--- config.mk ---
export PLATFORM = sky130hd
export DESIGN_NAME = fp32_to_int_conv_flat
export DESIGN_NICKNAME = d
export VERILOG_FILES = /design/src/rtl/fp32_to_int_if.sv /design/src/rtl/fp32_to_int_conv.sv /design/src/flat_wrapper.sv
export SDC_FILE = /design/constraint.sdc
export NUM_CORES = 1
export LEC_CHECK = 0
export CAP_MARGIN = 20
export CORE_UTILIZATION = 35
export DETAILED_ROUTE_END_ITERATION = 8
export DONT_BUFFER_PORTS = 1
export SETUP_SLACK_MARGIN = 0.05
export SYNTH_ARGS = -nofsm -noshare
export SYNTH_HDL_FRONTEND = slang
export SYNTH_SLANG_ARGS = --single-unit
--- constraint.sdc ---
create_clock -name clk -period 2.96 [get_ports clk]
set_input_delay 0.74 -clock clk [delete_from_list [all_inputs] [get_ports clk]]
set_output_delay 0.74 -clock clk [all_outputs]
set_load 0.02 [all_outputs]
--- src/rtl/fp32_to_int_if.sv ---
// Operand/result handshake bundle for the fp32 -> int32 converter.
// The master drives operands and accepts results; the slave is the converter.
interface fp32_to_int_if;
    logic        in_valid;
    logic        in_ready;
    logic [31:0] in_a;
    logic        out_valid;
    logic        out_ready;
    logic [31:0] out_int;
    logic        out_invalid;
    logic        out_inexact;

    modport master (
        output in_valid, in_a, out_ready,
        input  in_ready, out_valid, out_int, out_invalid, out_inexact
    );

    modport slave (
        input  in_valid, in_a, out_ready,
        output in_ready, out_valid, out_int, out_invalid, out_inexact
    );
endinterface

--- src/rtl/fp32_to_int_conv.sv ---
// Multi-cycle fp32 -> signed int32 converter, round-toward-zero, saturating.
// Mantissa alignment is iterative, at most SHIFT_STEP bit positions per cycle.
module fp32_to_int_conv #(
    parameter int unsigned SHIFT_STEP = 4
) (
    input logic          clk,
    input logic          rst_n,
    fp32_to_int_if.slave bus
);

    localparam int unsigned DATA_W = 32;
    localparam int unsigned REM_W  = 5;
    localparam int unsigned EXP_W  = 10;

    typedef enum logic [1:0] {
        IDLE     = 2'd0,
        CLASSIFY = 2'd1,
        SHIFT    = 2'd2,
        DONE     = 2'd3
    } state_t;

    state_t              state_q, state_d;
    logic [DATA_W-1:0]   a_q, a_d;
    logic [DATA_W-1:0]   mag_q, mag_d;
    logic [REM_W-1:0]    rem_q, rem_d;
    logic                left_q, left_d;
    logic [DATA_W-1:0]   out_int_q, out_int_d;
    logic                out_valid_q, out_valid_d;
    logic                in_ready_q, in_ready_d;
    logic                invalid_q, invalid_d;
    logic                inexact_q, inexact_d;

    logic                     sign;
    logic [7:0]               exp_f;
    logic [22:0]              mant;
    logic signed [EXP_W-1:0]  e_unb;
    logic [DATA_W-1:0]        sat_val;
    logic [REM_W-1:0]         step_k;
    logic [DATA_W-1:0]        lost_mask;

    assign sign    = a_q[31];
    assign exp_f   = a_q[30:23];
    assign mant    = a_q[22:0];
    assign e_unb   = $signed({2'b00, exp_f}) - $signed(EXP_W'(127));
    assign sat_val = sign ? 32'h8000_0000 : 32'h7FFF_FFFF;
    assign step_k  = (rem_q > REM_W'(SHIFT_STEP)) ? REM_W'(SHIFT_STEP) : rem_q;
    // Bits that fall off the bottom of mag during a right shift of step_k.
    assign lost_mask = ~(32'hFFFF_FFFF << step_k);

    // State register and datapath registers.
    always_ff @(posedge clk or negedge rst_n) begin
        if (!rst_n) begin
            state_q     <= IDLE;
            a_q         <= '0;
            mag_q       <= '0;
            rem_q       <= '0;
            left_q      <= 1'b0;
            out_int_q   <= '0;
            out_valid_q <= 1'b0;
            in_ready_q  <= 1'b1;
            invalid_q   <= 1'b0;
            inexact_q   <= 1'b0;
        end else begin
            state_q     <= state_d;
            a_q         <= a_d;
            mag_q       <= mag_d;
            rem_q       <= rem_d;
            left_q      <= left_d;
            out_int_q   <= out_int_d;
            out_valid_q <= out_valid_d;
            in_ready_q  <= in_ready_d;
            invalid_q   <= invalid_d;
            inexact_q   <= inexact_d;
        end
    end

    // Next-state and next-register logic.
    always_comb begin
        state_d     = state_q;
        a_d         = a_q;
        mag_d       = mag_q;
        rem_d       = rem_q;
        left_d      = left_q;
        out_int_d   = out_int_q;
        out_valid_d = out_valid_q;
        invalid_d   = invalid_q;
        inexact_d   = inexact_q;

        unique case (state_q)
            IDLE: begin
                if (bus.in_valid && in_ready_q) begin
                    a_d       = bus.in_a;
                    invalid_d = 1'b0;
                    inexact_d = 1'b0;
                    state_d   = CLASSIFY;
                end
            end

            CLASSIFY: begin
                state_d = DONE;
                if (exp_f == 8'hFF) begin
                    out_int_d = (mant != 23'd0) ? 32'h7FFF_FFFF : sat_val;
                    invalid_d = 1'b1;
                end else if (exp_f == 8'h00) begin
                    out_int_d = '0;
                    inexact_d = (mant != 23'd0);
                end else if (e_unb < 0) begin
                    out_int_d = '0;
                    inexact_d = 1'b1;
                end else if (a_q == 32'hCF00_0000) begin
                    out_int_d = 32'h8000_0000;
                end else if (e_unb >= 31) begin
                    out_int_d = sat_val;
                    invalid_d = 1'b1;
                end else begin
                    mag_d = {8'b0, 1'b1, mant};
                    if (e_unb >= 23) begin
                        left_d = 1'b1;
                        rem_d  = REM_W'(e_unb - EXP_W'(23));
                    end else begin
                        left_d = 1'b0;
                        rem_d  = REM_W'(EXP_W'(23) - e_unb);
                    end
                    state_d = SHIFT;
                end
            end

            SHIFT: begin
                if (rem_q != '0) begin
                    if (left_q) begin
                        mag_d = mag_q << step_k;
                    end else begin
                        mag_d     = mag_q >> step_k;
                        inexact_d = inexact_q | ((mag_q & lost_mask) != '0);
                    end
                    rem_d = rem_q - step_k;
                end else begin
                    out_int_d = sign ? (~mag_q + 32'd1) : mag_q;
                    state_d   = DONE;
                end
            end

            DONE: begin
                // out_valid rises one cycle after entering DONE, then holds for the handshake.
                if (!out_valid_q) begin
                    out_valid_d = 1'b1;
                end else if (bus.out_ready) begin
                    out_valid_d = 1'b0;
                    invalid_d   = 1'b0;
                    inexact_d   = 1'b0;
                    state_d     = IDLE;
                end
            end

            default: state_d = IDLE;
        endcase

        in_ready_d = (state_d == IDLE);
    end

    assign bus.in_ready    = in_ready_q;
    assign bus.out_valid   = out_valid_q;
    assign bus.out_int     = out_int_q;
    assign bus.out_invalid = invalid_q;
    assign bus.out_inexact = inexact_q;

endmodule

--- src/flat_wrapper.sv ---
// flat-port wrapper written by rule: the top's interface ports become plain ports
module fp32_to_int_conv_flat 
#(
    parameter int unsigned SHIFT_STEP = 4
)
  (clk, rst_n, bus_in_valid, bus_in_a, bus_out_ready, bus_in_ready, bus_out_valid, bus_out_int, bus_out_invalid, bus_out_inexact);
  fp32_to_int_if bus_i ();
  input logic clk;
  input logic rst_n;
  input wire logic [$bits(bus_i.in_valid)-1:0] bus_in_valid;
  input wire logic [$bits(bus_i.in_a)-1:0] bus_in_a;
  input wire logic [$bits(bus_i.out_ready)-1:0] bus_out_ready;
  output wire logic [$bits(bus_i.in_ready)-1:0] bus_in_ready;
  output wire logic [$bits(bus_i.out_valid)-1:0] bus_out_valid;
  output wire logic [$bits(bus_i.out_int)-1:0] bus_out_int;
  output wire logic [$bits(bus_i.out_invalid)-1:0] bus_out_invalid;
  output wire logic [$bits(bus_i.out_inexact)-1:0] bus_out_inexact;
  assign bus_i.in_valid = bus_in_valid;
  assign bus_i.in_a = bus_in_a;
  assign bus_i.out_ready = bus_out_ready;
  assign bus_in_ready = bus_i.in_ready;
  assign bus_out_valid = bus_i.out_valid;
  assign bus_out_int = bus_i.out_int;
  assign bus_out_invalid = bus_i.out_invalid;
  assign bus_out_inexact = bus_i.out_inexact;
  fp32_to_int_conv #(.SHIFT_STEP(SHIFT_STEP)) u_core (.clk(clk), .rst_n(rst_n), .bus(bus_i));
endmodule
==> results.ini, run 1 <==
[clock_tree]
numCtsBuffers = 9
htreeDepth = 3
clockBufferDepth = 2
cts.sinks = 108
cts_resized = 0
root_buffer = clkbuf_16
hold_buffers = 0
cts_tree = built
clock_latency_ps = 370
clk_pin_slew_worst_paths_ps = 80
post-cts-setup-buffer-count = 0

[synth]
synth_compound_area_frac = 0.225
yosysTopAreaCell = dfrtp_1
ys_top_cells_by_area = dfrtp_1, nand2_1, a21oi_1, mux2_2, mux2i_1
synth_xor_area_frac = 0.0411
yosys_warnings = 0
ys_async_sr_fraction = 1.00
synth_top_family_by_area = compound AO/OA/AOI/OAI gates
synth_seq_cells = 108
synth-edff-count = 0
syn_area_um2 = 8060
yosysTopAreaCellShare = 0.332
syn_inst = 971
syn-num-nets = 1020
syn_area_per_cell_um2 = 8.30
ys_seq_area_frac = 0.335
ys.flop_type = dfrtp_1
synth-simple-area-share = 0.194
yosys.cell_types.count = 81
synthAdderAreaFrac = 0.0202
synth.mux.area_fraction = 0.122

[power_and_ir_drop]
leakage_nw = 3.49
vdd_drop_max_mv = 0.436
totalPowerFinal_w = 0.0120
p_per_area_nw_per_um2 = 1350

[worst_setup_path]
cp-start-kind = flip-flop
r2r_slack_ps = 140
reg2regPathDepth = 10
reg2reg_from = u_core.a_q[23]
arrival_ps = 3060
cp.required_ps = 3200
crit_path_end_kind = flip-flop
worstSetupPathType = reg2reg
path_max_fanout = 37
r2r_end = u_core.mag_q[8]

[global_route]
grt_pass1_vias = 6849
grt_max_degree = 109
track_usage = 0.211
antenna_found_initial = 0
grt-ovfl-total = 0
grt_pass1_wl_um = 39400

[die]
coreArea_um2 = 22600
row_count = 55
pin_count = 72
die_h_um = 154
dieArea_um2 = 23600
start_util = 0.356
fp.dieW_um = 154

[finish]
drive_gt1_frac = 0.162
nets = 999
fin_util = 0.392
fin_area_um2 = 8880
area_growth_pct = 10.1
diodes = 0

[drt]
routed_via_density = 5.96
dr.first_iter.drc_count = 849
drc = 0
drtAntennaViolNets = 0
drt-wirelength-per-cell_um = 19.9
dr.pass1.iters = 5
dr_total_vias = 7386
drt_wl_total_um = 24600

[timing]
fin_skew_ps = 13.2
period_minus_slack_ps = 2820
setup_tns_ps = 0
tightestPinTransition_ps = 875
fmax_ghz = 0.355
timing.final.crit_share = 0.953
hold_viol = 0
slew_violations = 0
slew_headroom = 0.417
rsz0062_at_grt = yes
setup_viol = 0

[outcome]
status = finished, final reports clean

[placement]
dpl.hpwl_um = 17100
placed_area_um2 = 8560
port_buffers = 0
gp_congestion = 0.916

[run]
cap_violations = 0

[min_path]
min_path_type = in2async

report_power, final:
group          total [W]  switching [W]  internal, W
Combinational    0.00752        0.00446      0.00305
Sequential       0.00322       0.000999      0.00223
Clock            0.00128       0.000596     0.000679
Total             0.0120        0.00606      0.00596
stage by stage:
stage                     hold WS, ps  setup slack (ps)  cells
final                            69.5               140   1240
after CTS                        58.7              98.4   1240
after global placement            449               125   1224
after floorplan                   444               338    971
after detailed placement          450               129   1224
after global routing             54.8             -37.9   1240
routing by layer:
layer	vias to the layer above	wire, um	track usage
met5	-	0	0
met3	34	1880	0.0445
li1	3469	-	-
met1	3544	11400	0.303
met2	339	10700	0.310
met4	0	660	0.0757
cell usage after synthesis (all sizes together) (12+ instances only):
cell type  instances
inv               16
dfrtp            107
clkbuf            67
o41ai             13
a211oi            15
nor2              87
a31oi             13
ha                13
nand2            160
mux4              12
nand3             25
xnor2             34
mux2              33
nor3              15
buf               34
mux2i             34
a21oi             81
o21ai             54
worst max-delay path by stage:
stage	start	to	slack, ps	cells past startpoint
CTS	u_core.a_q[23]	u_core.mag_q[8]	100	10
detailed placement	u_core.a_q[23]	u_core.mag_q[8]	130	10
global placement	u_core.a_q[23]	u_core.mag_q[8]	130	10
finish	u_core.a_q[23]	u_core.mag_q[8]	140	10
global route	u_core.a_q[23]	u_core.mag_q[8]	-40	10
floorplan	u_core.a_q[23]	u_core.mag_q[8]	340	10
cell usage in the layout, fill, tap and decap left out, types with 6 or more instances in the layout:
master and n:
a211oi_1 14, a21oi_1 81, a221oi_1 8, a31oi_1 12, a32oi_1 6, and2_1 6, buf_4 65, clkbuf_16 9
dfrtp_1 107, ha_1 11, inv_1 16, mux2_2 33, mux2i_1 34, mux4_2 12, nand2_1 160, nand3_1 23
nor2_1 85, nor3_1 14, nor4_1 9, o211ai_1 7, o21ai_0 52, o221ai_1 6, o22ai_1 8, o31ai_1 11
o41ai_1 9, or4_1 6, xnor2_1 34
kinds of logic (layout without fill, tap and decap cells):
| logic type | count (synthesis) | count (layout) |
|---|---|---|
| other cells | 1 | 1 |
| xor+xnor | 37 | 37 |
| simple gates | 345 | 345 |
| fa+ha+maj | 13 | 13 |
| buf+inv | 117 | 101 |
| flops | 108 | 108 |
| compound gates | 271 | 271 |
| mux | 79 | 79 |
flip-flops by register name, indices dropped and copies added, names as in the netlist:
| name | flops |
|---|---|
| u_core.bus.out_valid | 1 |
| u_core.a_q | 32 |
| u_core.left_q | 1 |
| u_core.bus.out_inexact | 1 |
| u_core.state_q | 2 |
| u_core.bus.out_int | 32 |
| u_core.bus.out_invalid | 1 |
| u_core.bus.in_ready | 1 |
| u_core.mag_q | 32 |
| u_core.rem_q | 5 |
worst max-delay path: stages (launching register included):
cell	delay, ps
dfrtp_1	410
buf_4	180
inv_1	70
ha_1	320
and3_1	190
o2bb2ai_1	160
o41a_1	440
or2_1	300
buf_12	200
a2111oi_2	340
a21oi_1	80
final cells by class:
cell class | instances | area (um2)
clock inverter | 6 | 63.8
clock buffer | 10 | 239
timing repair buffer | 69 | 568
tap | 285 | 357
fill | 2285 | 13800
multi-input combinational | 746 | 4890
sequential | 108 | 2700
inverter | 16 | 60.1
Note: power is estimated with default switching activity, not from simulation.
==> inputs of run 2 (changes only) <==
--- a/config.mk
+++ b/config.mk
@@ -5,6 +5,7 @@
 export SDC_FILE = /design/constraint.sdc
 export NUM_CORES = 1
 export LEC_CHECK = 0
+export ABC_AREA = 1
 export CAP_MARGIN = 20
 export CORE_UTILIZATION = 35
 export DETAILED_ROUTE_END_ITERATION = 8
==> run 2 against run 1 <==
  * Clock skew shrank 2.2 ps
  * Sequential share of layout area shrank 0.48 points
  * Largest power group unchanged
  * Hold slack gained 0.90 ps
  * Sequential cell count is the same
  * Die area grew 2.8%
==> results.ini, run 2 <==
[outcome]
status = finished, final reports clean

[global_route]
grt-ovfl-total = 0  ; unchanged
grt_pass1_vias = 8023  ; +17%
grt_max_degree = 109  ; unchanged
grt_pass1_wl_um = 42700  ; +8.4%
antenna_found_initial = 0  ; unchanged
track_usage = 0.221  ; +0.0104

[drt]
drt_wl_total_um = 26200  ; +6.2%
routed_via_density = 5.52  ; -7.3%
drc = 0  ; unchanged
dr_total_vias = 8791  ; +19%
dr.pass1.iters = 6  ; +1
drt-wirelength-per-cell_um = 16.4  ; -17%
dr.first_iter.drc_count = 1017  ; +20%
drtAntennaViolNets = 0  ; unchanged

[synth]
ys_seq_area_frac = 0.326  ; -0.00931
synth_top_family_by_area = simple AND/OR/NAND/NOR gates
synth_seq_cells = 108  ; unchanged
syn_inst = 1301  ; +34%
yosysMostFrequentCell = nand2_1
ys_async_sr_fraction = 1.00  ; unchanged
synth-simple-area-share = 0.408  ; +0.214
ys.flop_type = dfrtp_1
synth.mux.area_fraction = 0.0177  ; -0.104
yosys.cell_types.count = 45  ; -44%
synthAdderAreaFrac = 0.0196  ; -0.000560
yosysTopAreaCellShare = 0.323  ; -0.00922
syn-num-nets = 1350  ; +32%
ys_top_cells_by_count = nand2_1, nand3_1, nor2_1
syn_area_um2 = 8290  ; +2.9%
yosysTopAreaCell = dfrtp_1
syn_area_per_cell_um2 = 6.37  ; -23%
synth_compound_area_frac = 0.142  ; -0.0830
synth_xor_area_frac = 0.00845  ; -0.0327
synth-edff-count = 0  ; unchanged
yosys_warnings = 0  ; unchanged
ys_top_cells_by_area = dfrtp_1, nand2_1, nand3_1, o21ai_0, nor2_1

[worst_setup_path]
arrival_ps = 2840  ; -220 ps
cp-start-kind = flip-flop
r2r_slack_ps = 390  ; +250 ps
crit_path_end_kind = flip-flop
cp.required_ps = 3230  ; +30 ps
worstSetupPathType = reg2reg
path_max_fanout = 32  ; -14%
crit_chain = ha_1, nand2_1, inv_1, nand2_1, nand2_1, o21ai_0, inv_1, ha_1, nand2_1, nand3_2, nand2_2, nand2_2, a21oi_2, buf_12, o21ai_0, o21ai_0
cpPeakStageDelay_ps = 440  ; about the same
critPathSlowestCell = dfrtp_1
critPathMostFrequentCell = nand2_1

[clock_tree]
clock_latency_ps = 360  ; about the same
root_buffer = clkbuf_16
cts_resized = 0  ; unchanged
cts.sinks = 108  ; unchanged
post-cts-setup-buffer-count = 0  ; unchanged
clk_pin_slew_worst_paths_ps = 80  ; about the same
numCtsBuffers = 9  ; unchanged
htreeDepth = 3  ; unchanged
cts_tree = built
hold_buffers = 0  ; unchanged
clockBufferDepth = 2  ; unchanged

[min_path]
min_path_type = in2async

[timing]
fmax_ghz = 0.390  ; +9.9%
fin_skew_ps = 11.0  ; -2.19 ps
setup_viol = 0  ; unchanged
tightestPinTransition_ps = 697  ; -178 ps
setup_tns_ps = 0  ; unchanged
hold_viol = 0  ; unchanged
slew_violations = 0  ; unchanged
slew_headroom = 0.534  ; +0.117
timing.final.crit_share = 0.867  ; -0.0861
rsz0062_at_grt = no
period_minus_slack_ps = 2570  ; -255 ps

[die]
die_h_um = 156  ; +1.4%
pin_count = 72  ; unchanged
start_util = 0.362  ; +0.00577
coreArea_um2 = 22900  ; +1.2%
row_count = 55  ; unchanged
fp.dieW_um = 156  ; +1.4%
dieArea_um2 = 24300  ; +2.8%

[finish]
drive_gt1_frac = 0.0696  ; -0.0927
diodes = 0  ; unchanged
fin_area_um2 = 9020  ; +1.6%
final_common_cell = nand2_1
nets = 1323  ; +32%
final_cell_mix = nand2_1, nand3_1, nor2_1
area_growth_pct = 8.80
fin_util = 0.394  ; +0.00146

[placement]
placed_area_um2 = 8690  ; +1.6%
dpl.hpwl_um = 18900  ; +11%
port_buffers = 0  ; unchanged
gp_congestion = 0.969  ; +5.7%

[power_and_ir_drop]
p_per_area_nw_per_um2 = 1320  ; -2.7%
vdd_drop_max_mv = 0.662  ; +52%
leakage_nw = 4.27  ; +22%

[run]
cap_violations = 0  ; unchanged

## run 2: cell count changes after synthesis, moves of 13 or more
| cell | previous run | this run |
|---|---|---|
| clkbuf_1 | 66 | 35 |
| mux2_2 | 33 | 13 |
| nor2_1 | 86 | 110 |
| nand4_1 | 5 | 25 |
| o21ai_0 | 52 | 104 |
| nand2_1 | 160 | 397 |
| mux2i_1 | 34 | 0 |
| a211oi_1 | 14 | 1 |
| inv_1 | 16 | 86 |
| a21oi_1 | 81 | 62 |
| xnor2_1 | 34 | 3 |
| nand3_1 | 24 | 214 |
## run 2: logic make-up (layout without fill, tap and decap cells)
kind of cell,Yosys count,in the layout
AND/OR/NAND/NOR,783,783
other,1,1
AO/OA/AOI/OAI,216,216
XOR/XNOR,8,8
buffers and inverters,159,137
flip-flops,108,108
adder cells (fa/ha/maj),13,13
multiplexers,13,13
## run 2: area by class of cell
type,count,area (um2)
Clock buffer,9,225
Sequential cell,108,2700
Multi-Input combinational cell,1034,4960
Clock inverter,7,106
Fill cell,2475,13900
Timing Repair Buffer,33,305
Tap cell,313,392
Inverter,88,330
## run 2: per-stage QoR
step / power, W / instances / setup slack [ps] / hold WS [ps]
6_report: 0.0119 / 1592 / 395 / 70.4
4_1_cts: 0.0118 / 1592 / 398 / 60.5
3_3_place_gp: 0.0104 / 1575 / 328 / 447
3_5_place_dp: 0.0104 / 1576 / 408 / 447
2_1_floorplan: 0.00836 / 1301 / 657 / 444
5_1_grt: 0.0131 / 1592 / 66.4 / 54.1
## run 2: critical path, delay by kind of cell, from the launching register on
kind | cells | cell delay [ps]
simple gates | 7 | 590
fa+ha+maj | 2 | 500
compound gates | 4 | 500
flops | 1 | 440
buf+inv | 3 | 440
## run 2: where the power goes
part	switching, W	internal, W	total [W]
clock	0.000609	0.000756	0.00137
sequential	0.00105	0.00219	0.00325
combinational	0.00479	0.00247	0.00726
## run 2: metal layers
| layer | track usage | routed length [um] | vias up |
|---|---|---|---|
| met5 | 0 | 0 | - |
| met4 | 0.0504 | 414 | 0 |
| met3 | 0.0419 | 2590 | 40 |
| met2 | 0.325 | 10700 | 418 |
| met1 | 0.330 | 12500 | 4034 |
| li1 | - | - | 4299 |
## run 2: path summary, 6_finish.rpt
check / start / to / depth (start not counted)
worst max register to register: u_core.a_q[24] / u_core.mag_q[0] / 16
max in group asynchronous: rst_n / u_core.bus.in_ready / 0
worst min-delay path: rst_n / u_core.bus.out_int[6] / 0
min in group clk: bus_in_a[10] / u_core.a_q[10] / 1
worst max-delay path: u_core.a_q[24] / u_core.mag_q[0] / 16
worst min register to register: u_core.a_q[7] / u_core.a_q[7] / 1
